--- config.mk ---
export PLATFORM = sky130hd
export DESIGN_NAME = kgp_sequencer
export DESIGN_NICKNAME = d
export VERILOG_FILES = /design/src/rtl/kgp_seq_pkg.sv /design/src/rtl/kgp_sequencer_timer.sv /design/src/rtl/kgp_sequencer.sv
export SDC_FILE = /design/constraint.sdc
export NUM_CORES = 1
export LEC_CHECK = 0
export ABC_AREA = 1
export CORE_AREA = 2 2 80 82
export DETAILED_ROUTE_END_ITERATION = 6
export DIE_AREA = 0 0 82 84
export GPL_TIMING_DRIVEN = 0
export PLACE_DENSITY = 0.73
export SLEW_MARGIN = 20
export SYNTH_ARGS = -nofsm -noshare
export SYNTH_HDL_FRONTEND = slang
export SYNTH_SLANG_ARGS = --single-unit
--- constraint.sdc ---
create_clock -name clk -period 1.85 [get_ports clk]
set_input_delay 0.37 -clock clk [delete_from_list [all_inputs] [get_ports clk]]
set_output_delay 0.37 -clock clk [all_outputs]
set_load 0.05 [all_outputs]
--- src/rtl/kgp_seq_pkg.sv ---
// Shared types and constants for the KGP-RISC multi-cycle sequencer.
// Holds the state encoding, opcode values, error codes and the opcode classifier.
package kgp_seq_pkg;

    typedef enum logic [2:0] {
        S_IDLE,
        S_FETCH,
        S_DECODE,
        S_EXEC,
        S_MEM,
        S_WB,
        S_HALTED,
        S_ERROR
    } state_e;

    typedef enum logic [1:0] {
        CLS_ALU,
        CLS_LW,
        CLS_SW,
        CLS_BR
    } op_cls_e;

    localparam logic [5:0] OP_ALU_R = 6'b000000;
    localparam logic [5:0] OP_ALU_I = 6'b000001;
    localparam logic [5:0] OP_LW    = 6'b000010;
    localparam logic [5:0] OP_SW    = 6'b000011;
    localparam logic [5:0] OP_BR    = 6'b000100;
    localparam logic [5:0] OP_HALT  = 6'b111111;

    localparam logic [1:0] ERR_NONE    = 2'd0;
    localparam logic [1:0] ERR_ILLEGAL = 2'd1;
    localparam logic [1:0] ERR_TIMEOUT = 2'd2;

    typedef struct packed {
        logic    legal;
        logic    halt;
        op_cls_e cls;
    } op_dec_t;

    // HALT is reported as legal-but-halting so DECODE can branch on one struct.
    function automatic op_dec_t decode_op(input logic [5:0] op);
        op_dec_t d;
        d.legal = 1'b1;
        d.halt  = 1'b0;
        d.cls   = CLS_ALU;
        case (op)
            OP_ALU_R, OP_ALU_I: d.cls  = CLS_ALU;
            OP_LW:              d.cls  = CLS_LW;
            OP_SW:              d.cls  = CLS_SW;
            OP_BR:              d.cls  = CLS_BR;
            OP_HALT:            d.halt = 1'b1;
            default:            d.legal = 1'b0;
        endcase
        return d;
    endfunction

endpackage

--- src/rtl/kgp_sequencer_timer.sv ---
// Memory wait counter: counts cycles without ready during one access and flags
// the cycle in which the MEM_TIMEOUT-th consecutive wait is being spent.
module mem_wait_timer #(
    parameter int MEM_TIMEOUT = 16
) (
    input  logic clk_i,
    input  logic rst_ni,
    input  logic clr_i,
    input  logic en_i,
    output logic expired_o
);
    localparam int W = 8;

    logic [W-1:0] cnt_q, cnt_d;

    always_comb begin
        cnt_d = cnt_q;
        if (clr_i)
            cnt_d = '0;
        else if (en_i)
            cnt_d = cnt_q + W'(1);
    end

    always_ff @(posedge clk_i or negedge rst_ni) begin
        if (!rst_ni)
            cnt_q <= '0;
        else
            cnt_q <= cnt_d;
    end

    // cnt_q holds the waits already spent, so this is the last allowed cycle.
    assign expired_o = (cnt_q == W'(MEM_TIMEOUT - 1));

endmodule

--- src/rtl/kgp_sequencer.sv ---
// Multi-cycle control sequencer: steps each instruction through fetch, decode,
// execute, memory and write-back, issuing one-cycle datapath write strobes.
module kgp_sequencer
    import kgp_seq_pkg::*;
#(
    parameter int MEM_TIMEOUT = 16,
    parameter int CNT_W       = 32
) (
    input  logic             clk,
    input  logic             rst,
    input  logic             start,
    input  logic [5:0]       opcode,
    input  logic             mem_ready,
    output logic             mem_en,
    output logic             mem_we,
    output logic             ir_we,
    output logic             alu_we,
    output logic             rf_we,
    output logic             pc_we,
    output logic             busy,
    output logic [1:0]       err,
    output logic [CNT_W-1:0] retired
);
    state_e          state_q, state_d;
    op_cls_e         cls_q, cls_d;
    logic [1:0]      err_q, err_d;
    logic [CNT_W-1:0] ret_q, ret_d;
    op_dec_t         dec;
    logic            access, expired;

    assign dec    = decode_op(opcode);
    assign access = (state_q == S_FETCH) || (state_q == S_MEM);

    // Cleared whenever no access is pending or the current one completes, so
    // a MEM that retires straight into FETCH starts the next count at zero.
    mem_wait_timer #(
        .MEM_TIMEOUT(MEM_TIMEOUT)
    ) u_timer (
        .clk_i    (clk),
        .rst_ni   (rst),
        .clr_i    (!access || mem_ready),
        .en_i     (access && !mem_ready),
        .expired_o(expired)
    );

    always_comb begin
        state_d = state_q;
        cls_d   = cls_q;
        err_d   = err_q;
        mem_en  = 1'b0;
        mem_we  = 1'b0;
        ir_we   = 1'b0;
        alu_we  = 1'b0;
        rf_we   = 1'b0;
        pc_we   = 1'b0;
        case (state_q)
            S_IDLE: begin
                if (start)
                    state_d = S_FETCH;
            end
            S_FETCH: begin
                mem_en = 1'b1;
                if (mem_ready) begin
                    ir_we   = 1'b1;
                    state_d = S_DECODE;
                end else if (expired) begin
                    state_d = S_ERROR;
                    err_d   = ERR_TIMEOUT;
                end
            end
            S_DECODE: begin
                if (dec.halt) begin
                    state_d = S_HALTED;
                end else if (!dec.legal) begin
                    state_d = S_ERROR;
                    err_d   = ERR_ILLEGAL;
                end else begin
                    cls_d   = dec.cls;
                    state_d = S_EXEC;
                end
            end
            S_EXEC: begin
                alu_we = 1'b1;
                case (cls_q)
                    CLS_BR: begin
                        pc_we   = 1'b1;
                        state_d = S_FETCH;
                    end
                    CLS_LW, CLS_SW: state_d = S_MEM;
                    default:        state_d = S_WB;
                endcase
            end
            S_MEM: begin
                mem_en = 1'b1;
                if (mem_ready) begin
                    if (cls_q == CLS_SW) begin
                        mem_we  = 1'b1;
                        pc_we   = 1'b1;
                        state_d = S_FETCH;
                    end else begin
                        state_d = S_WB;
                    end
                end else if (expired) begin
                    state_d = S_ERROR;
                    err_d   = ERR_TIMEOUT;
                end
            end
            S_WB: begin
                rf_we   = 1'b1;
                pc_we   = 1'b1;
                state_d = S_FETCH;
            end
            default: state_d = state_q;
        endcase
        ret_d = ret_q + {{(CNT_W-1){1'b0}}, pc_we};
    end

    always_ff @(posedge clk or negedge rst) begin
        if (!rst) begin
            state_q <= S_IDLE;
            cls_q   <= CLS_ALU;
            err_q   <= ERR_NONE;
            ret_q   <= '0;
        end else begin
            state_q <= state_d;
            cls_q   <= cls_d;
            err_q   <= err_d;
            ret_q   <= ret_d;
        end
    end

    assign busy    = !((state_q == S_IDLE) || (state_q == S_HALTED) || (state_q == S_ERROR));
    assign err     = err_q;
    assign retired = ret_q;

endmodule

== Yosys cells after proc, flatten, opt, wreduce, memory -nomap -nowiden ==
Cells that the tools add are included.

* Equality and inequality tests: 21
* Reductions and logical operators: 19
* Bitwise gates (word level): 1
* Mux-type cells: 29
* Add/subtract/negate cells: 2

{| class="wikitable"
|+ Operators with widths
! kind !! number
|-
| $add A32 B1 Y32 || 1
|-
| $mux W3 || 7
|-
| $pmux W3 S6 || 1
|-
| $mux W8 || 2
|-
| $eq A3 B3 Y1 const B || 4
|-
| $eq A6 B2 Y1 const B || 2
|-
| $mux W1 || 11
|-
| $add A8 B1 Y8 const B || 1
|-
| $eq A8 B4 Y1 const B || 1
|-
| $mux W2 || 4
|-
| $ne A2 B2 Y1 const B || 4
|-
| $eq A3 B2 Y1 const B || 2
|-
| $eq A6 B1 Y1 const B || 1
|-
| $eq A6 B3 Y1 const B || 1
|-
| $eq A6 B6 Y1 const B || 1
|-
| $logic_not A6 Y1 || 1
|-
| $pmux W2 S3 || 1
|-
| $pmux W3 S2 || 1
|-
| $reduce_bool A6 Y1 || 1
|-
| $reduce_or A6 Y1 || 1
|-
| $reduce_and A5 Y1 || 1
|-
| $eq A2 B2 Y1 const B || 2
|-
| $logic_or A1 B1 Y1 || 4
|-
| $pmux W2 S2 || 1
|-
| other kinds (12) || 16
|}

* Input bits: 10
* Output and inout port bits: 41
* Register bits after elaboration: 47
* Word-level logic and storage cells: 77

== Longest topological paths before layout ==
* Word-level depth: 6
* Mapped depth: 13
* Gate-level depth less buffers: 13

== Modules after synthesis ==
Synthesis repeated with hierarchy kept, for this count alone.

* Cells, all modules: 370
* Area, all modules: 2790.2 um^2

{| class="wikitable"
|+ By module, submodules not included
! module !! area an instance (um^2) !! instances !! seq. area each (um^2) !! cells each
|-
| kgp_sequencer || 2333.5 || 1 || 975.9 || 309
|-
| mem_wait_timer || 456.7 || 1 || 200.2 || 61
|}

== Worst setup path after synthesis ==
Ideal clock, no wire load.

* Kind: reg2reg
* From: register state_q[0]
* To: register ret_q[18] (netlist: retired[18])
* Stages on the path, launching flop included: 10
* Buffers on the path: 0
* Period minus slack after synthesis: 3390 ps
* Path slack: -1540 ps
* Required time: 1726 ps
* Arrival time: 3266 ps
* Library setup time: 124 ps
* Cell sequence: dfrtp_1 > inv_1 > nor3_1 > a211o_1 > ha_1 > ha_1 > nand3_1 > nor2_1 > nand4_1 > xor2_1

* Cells in the longest elaborated chain, start to end: 3
* Elaborated cells between the ends (all ways): 5
* Those cells by class: add/sub: 1; eq/ne: 3; mux: 1

{| class="wikitable"
|+ RTL lines
! item !! RTL line !! text
|-
| start: declaration || kgp_sequencer.sv:24 || <nowiki>state_e state_q, state_d;</nowiki>
|-
| start signal: assignment || kgp_sequencer.sv:125 || <nowiki>state_q <= state_d;</nowiki>
|-
| $eq A3 B3 Y1 or $eq A3 B2 Y1 (tied branches) || kgp_sequencer.sv:56 || <nowiki>case (state_q)</nowiki>
|-
| $pmux W1 S3 (*) || kgp_sequencer.sv:56 ||
|-
| named net pc_we || kgp_sequencer.sv:19 || <nowiki>output logic pc_we,</nowiki>
|-
| $add A32 B1 Y32 (*) || kgp_sequencer.sv:115 || <nowiki>ret_d = ret_q + {{(CNT_W-1){1'b0}}, pc_we};</nowiki>
|-
| named net ret_d[18] || kgp_sequencer.sv:27 || <nowiki>logic [CNT_W-1:0] ret_q, ret_d;</nowiki>
|-
| end signal: assignment || kgp_sequencer.sv:128 || <nowiki>ret_q <= ret_d;</nowiki>
|-
| end: declaration || kgp_sequencer.sv:27 ||
|}

Mark *: on every way through the listed nets, which the timed path passes. The rest lies on a longest branch.
A chain may end at the register's enable or synchronous reset.

== Final worst setup path ==
* From: register state_q[2]
* To: output pc_we

* Cells in the longest elaborated chain, start to end: 2
* Elaborated cells between the ends (all ways): 4
* Those cells by class: eq/ne: 3; mux: 1

{| class="wikitable"
|+ RTL lines
! item !! RTL line
|-
| $eq A3 B3 Y1 or $eq A3 B2 Y1 (tied branches) || kgp_sequencer.sv:56
|-
| $pmux W1 S3 (*) || kgp_sequencer.sv:56
|-
| end: declaration || kgp_sequencer.sv:19
|}

Every way passes the cells marked *; elsewhere a longest branch is shown, timed or not.

==> impl_metrics.json <==
{
  "via_per_inst": 4.98,
  "p_switching_uw": 396,
  "r2r_slack_ns": -0.19,
  "start_util_pct": 43.7,
  "overflow": 0,
  "avgSynthCellArea_um2": 7.66,
  "grt_pass1_wl_um": 11200,
  "ctsHoldBuffers": 0,
  "worst_path_max_delay_cell": "dfrtp_1",
  "yosysTopAreaCell": "dfrtp_1",
  "max-cap-violations": 0,
  "synth_seq_cells": 47,
  "drv_slew": 0,
  "yosysSeqAreaShare_pct": 44.1,
  "worstPathArrival_ns": 1.67,
  "boundaryPins": 51,
  "final_cells": 511,
  "diodes": 0,
  "max_stage_delay_ns": 0.43,
  "critPathCaptureType": "output port",
  "utilization_pct": 63.6,
  "die_w_um": 82,
  "wl_per_cell_um": 13.5,
  "route.detailed.drc": 0,
  "finalSetupViolations": 26,
  "core_um2": 6100,
  "cp_max_fo": 5,
  "min_period_ns": 2.04,
  "grt.total_usage_pct": 21.0,
  "path_delay_family": "buffers and inverters",
  "setup_tns_ns": -2.89,
  "h-tree-depth": 2,
  "synth_cells": 348,
  "cts_made_buffers": 5,
  "areaGrowthSynthToFinish_pct": 45.5,
  "cts_buffer_depth": 2,
  "fin_skew_ns": 0.00897,
  "path_cells": "inv_4, nand3_4, clkinvlp_4, a211o_4, buf_4, buf_8",
  "gp_congestion": 0.911,
  "r2r-end": "retired[18]",
  "reg2regPathDepth": 10,
  "antenna_found_initial": 0,
  "drtIter0Drc": 196,
  "port_buffers": 50,
  "hold_viol": 0,
  "switching_share_pct": 19.8,
  "wl_um": 6910,
  "violations": "setup timing",
  "cts_tree": "built",
  "clock_latency_ns": 0.31,
  "p_leak_nw": 1.97,
  "power_frac_seq_pct": 51.6,
  "intPower_mw": 1.60,
  "grt_pass1_vias": 2415,
  "path_buf_inv": 4,
  "dpl.hpwl_um": 4860,
  "min_period_over_period_pct": 110,
  "netlist.area_leader.share_pct": 44.1,
  "rsz0062_at_grt": "yes",
  "power_frac_clock_pct": 44.6,
  "tightest_slew_ns": 0.724,
  "die_height_um": 84,
  "p_comb_share_pct": 3.8,
  "dieArea_um2": 6890,
  "cts_root_buf": "clkbuf_8",
  "ir_drop_uv": 269,
  "dp.cells": 476,
  "outcome": "finished with violations",
  "critPathLaunchType": "register",
  "worstSetupPathType": "register to output port",
  "synthesis.yosys.warnings": 0,
  "dr.pass1.iters": 4,
  "cts.sinks": 47,
  "ant_nets": 0,
  "crit_required_ns": 1.48,
  "grt_max_degree": 29,
  "num_rows": 29,
  "ys_top_cells_by_area": "dfrtp_1 44%, nand2_1 14%, nor2_1 7.5%",
  "hp-class": "input pin to asynchronous set/reset pin",
  "routed-via-count": 2546,
  "relSlewSlack_pct": 51.7,
  "nets": 449,
  "drive_gt1_share_pct": 23.3,
  "synth_nets": 364,
  "clock.fmax_mhz": 491,
  "yosysUniqueCellTypes": 24,
  "power.density_nw_per_um2": 515,
  "r2r-start": "state_q[1]",
  "fin_ws_ns": -0.188,
  "cts.reportedPaths.clkPinSlew_ns": 0.09,
  "netlist_area_um2": 2670
}
==> power by group through the flow <==
stage | Combinational, mW | Sequential, mW | Clock (mW)
2_1_floorplan | 0.0166 | 1.05 | 0
3_3_place_gp | 0.0627 | 1.05 | 0
3_5_place_dp | 0.0705 | 1.05 | 0
4_1_cts | 0.0741 | 1.03 | 0.907
5_1_grt | 0.0857 | 1.03 | 0.933
6_report | 0.0760 | 1.03 | 0.890
==> flip-flops by register name (all words and copies together), names as in the netlist <==
register	flops
u_timer.cnt_q	8
err	2
retired	32
cls_q	2
state_q	3
==> stage by stage <==
stage	setup WS (ns)	cell area [um2]	power, mW	hold slack, ns
floorplan	-0.395	2760	1.07	0.0744
global placement	-1.13	3360	1.11	0.445
detailed placement	-0.655	3380	1.12	0.457
CTS	-0.155	3630	2.01	0.123
global route	-0.239	3880	2.05	0.146
finish	-0.188	3880	2.00	0.113
==> repair_timing <==
item	CTS	global route
pin swaps	15	13
setup endpoints to repair	62	31
resized for setup	92	38
buffers inserted	14	14
==> Yosys cell counts (all sizes together) <==
library cell and count:
nand4 9, nand3 20, and3 1, or2 1, dfrtp 47, nor2 61
o21ai 11, xnor2 7, inv 42, nor3 10, a211o 1, xor2 16
a21oi 9, nand3b 3, nand2 104, ha 6
==> worst max-delay path by stage <==
| stage | start | end | slack (ns) | depth (start not counted) |
|---|---|---|---|---|
| after CTS | state_q[0] | retired[18] | -0.15 | 10 |
| after global placement | rst | state_q[1] | -1.13 | 1 |
| after floorplan | state_q[1] | retired[16] | -0.39 | 10 |
| final | state_q[2] | pc_we | -0.19 | 6 |
| after detailed placement | mem_ready | pc_we | -0.66 | 5 |
| after global routing | state_q[1] | retired[18] | -0.24 | 10 |
==> cells in the final DEF, fill, tap and decap left out, types with 4 or more instances in the layout <==
cell type and n:
nor2_4 11, nor2_1 48, xnor2_2 4, nand3_1 16
inv_2 7, clkbuf_8 5, dlygate4sd2_1 34, dfrtp_1 44
clkdlybuf4s50_1 8, nand4_1 9, buf_4 23, nor3_1 5
inv_1 31, o21ai_0 10, buf_6 8, nand2_1 95
xor2_1 15, nand2_4 5, a21oi_1 9, nor3_4 4
==> routing by layer <==
layer  track usage (%)  part of all wire (%)  vias to the layer above
met1              28.8                    44                     1206
met5                 0                     0                        -
li1                  -                     -                     1270
met3              4.33                   3.9                       17
met2              31.7                    49                       53
met4              9.55                   2.5                        0
==> kinds of logic after synthesis <==
logic type      Yosys count  synth area share, %
fa+ha+maj                 6                 2.82
flops                    47                 44.1
xor+xnor                 23                 7.56
compound gates           21                 4.08
simple gates            209                 35.5
buf+inv                  42                 5.91
==> layout make-up <==
| class | instances | area [um2] |
|---|---|---|
| clock buffers | 6 | 72.6 |
| clock inverters | 2 | 60.1 |
| flip-flops and latches | 47 | 1180 |
| fillers | 518 | 2220 |
| repair buffers | 78 | 718 |
| multi-input cells | 259 | 1580 |
| well taps | 77 | 96.3 |
| inverters | 42 | 169 |
(Power assumes the default switching activity.)
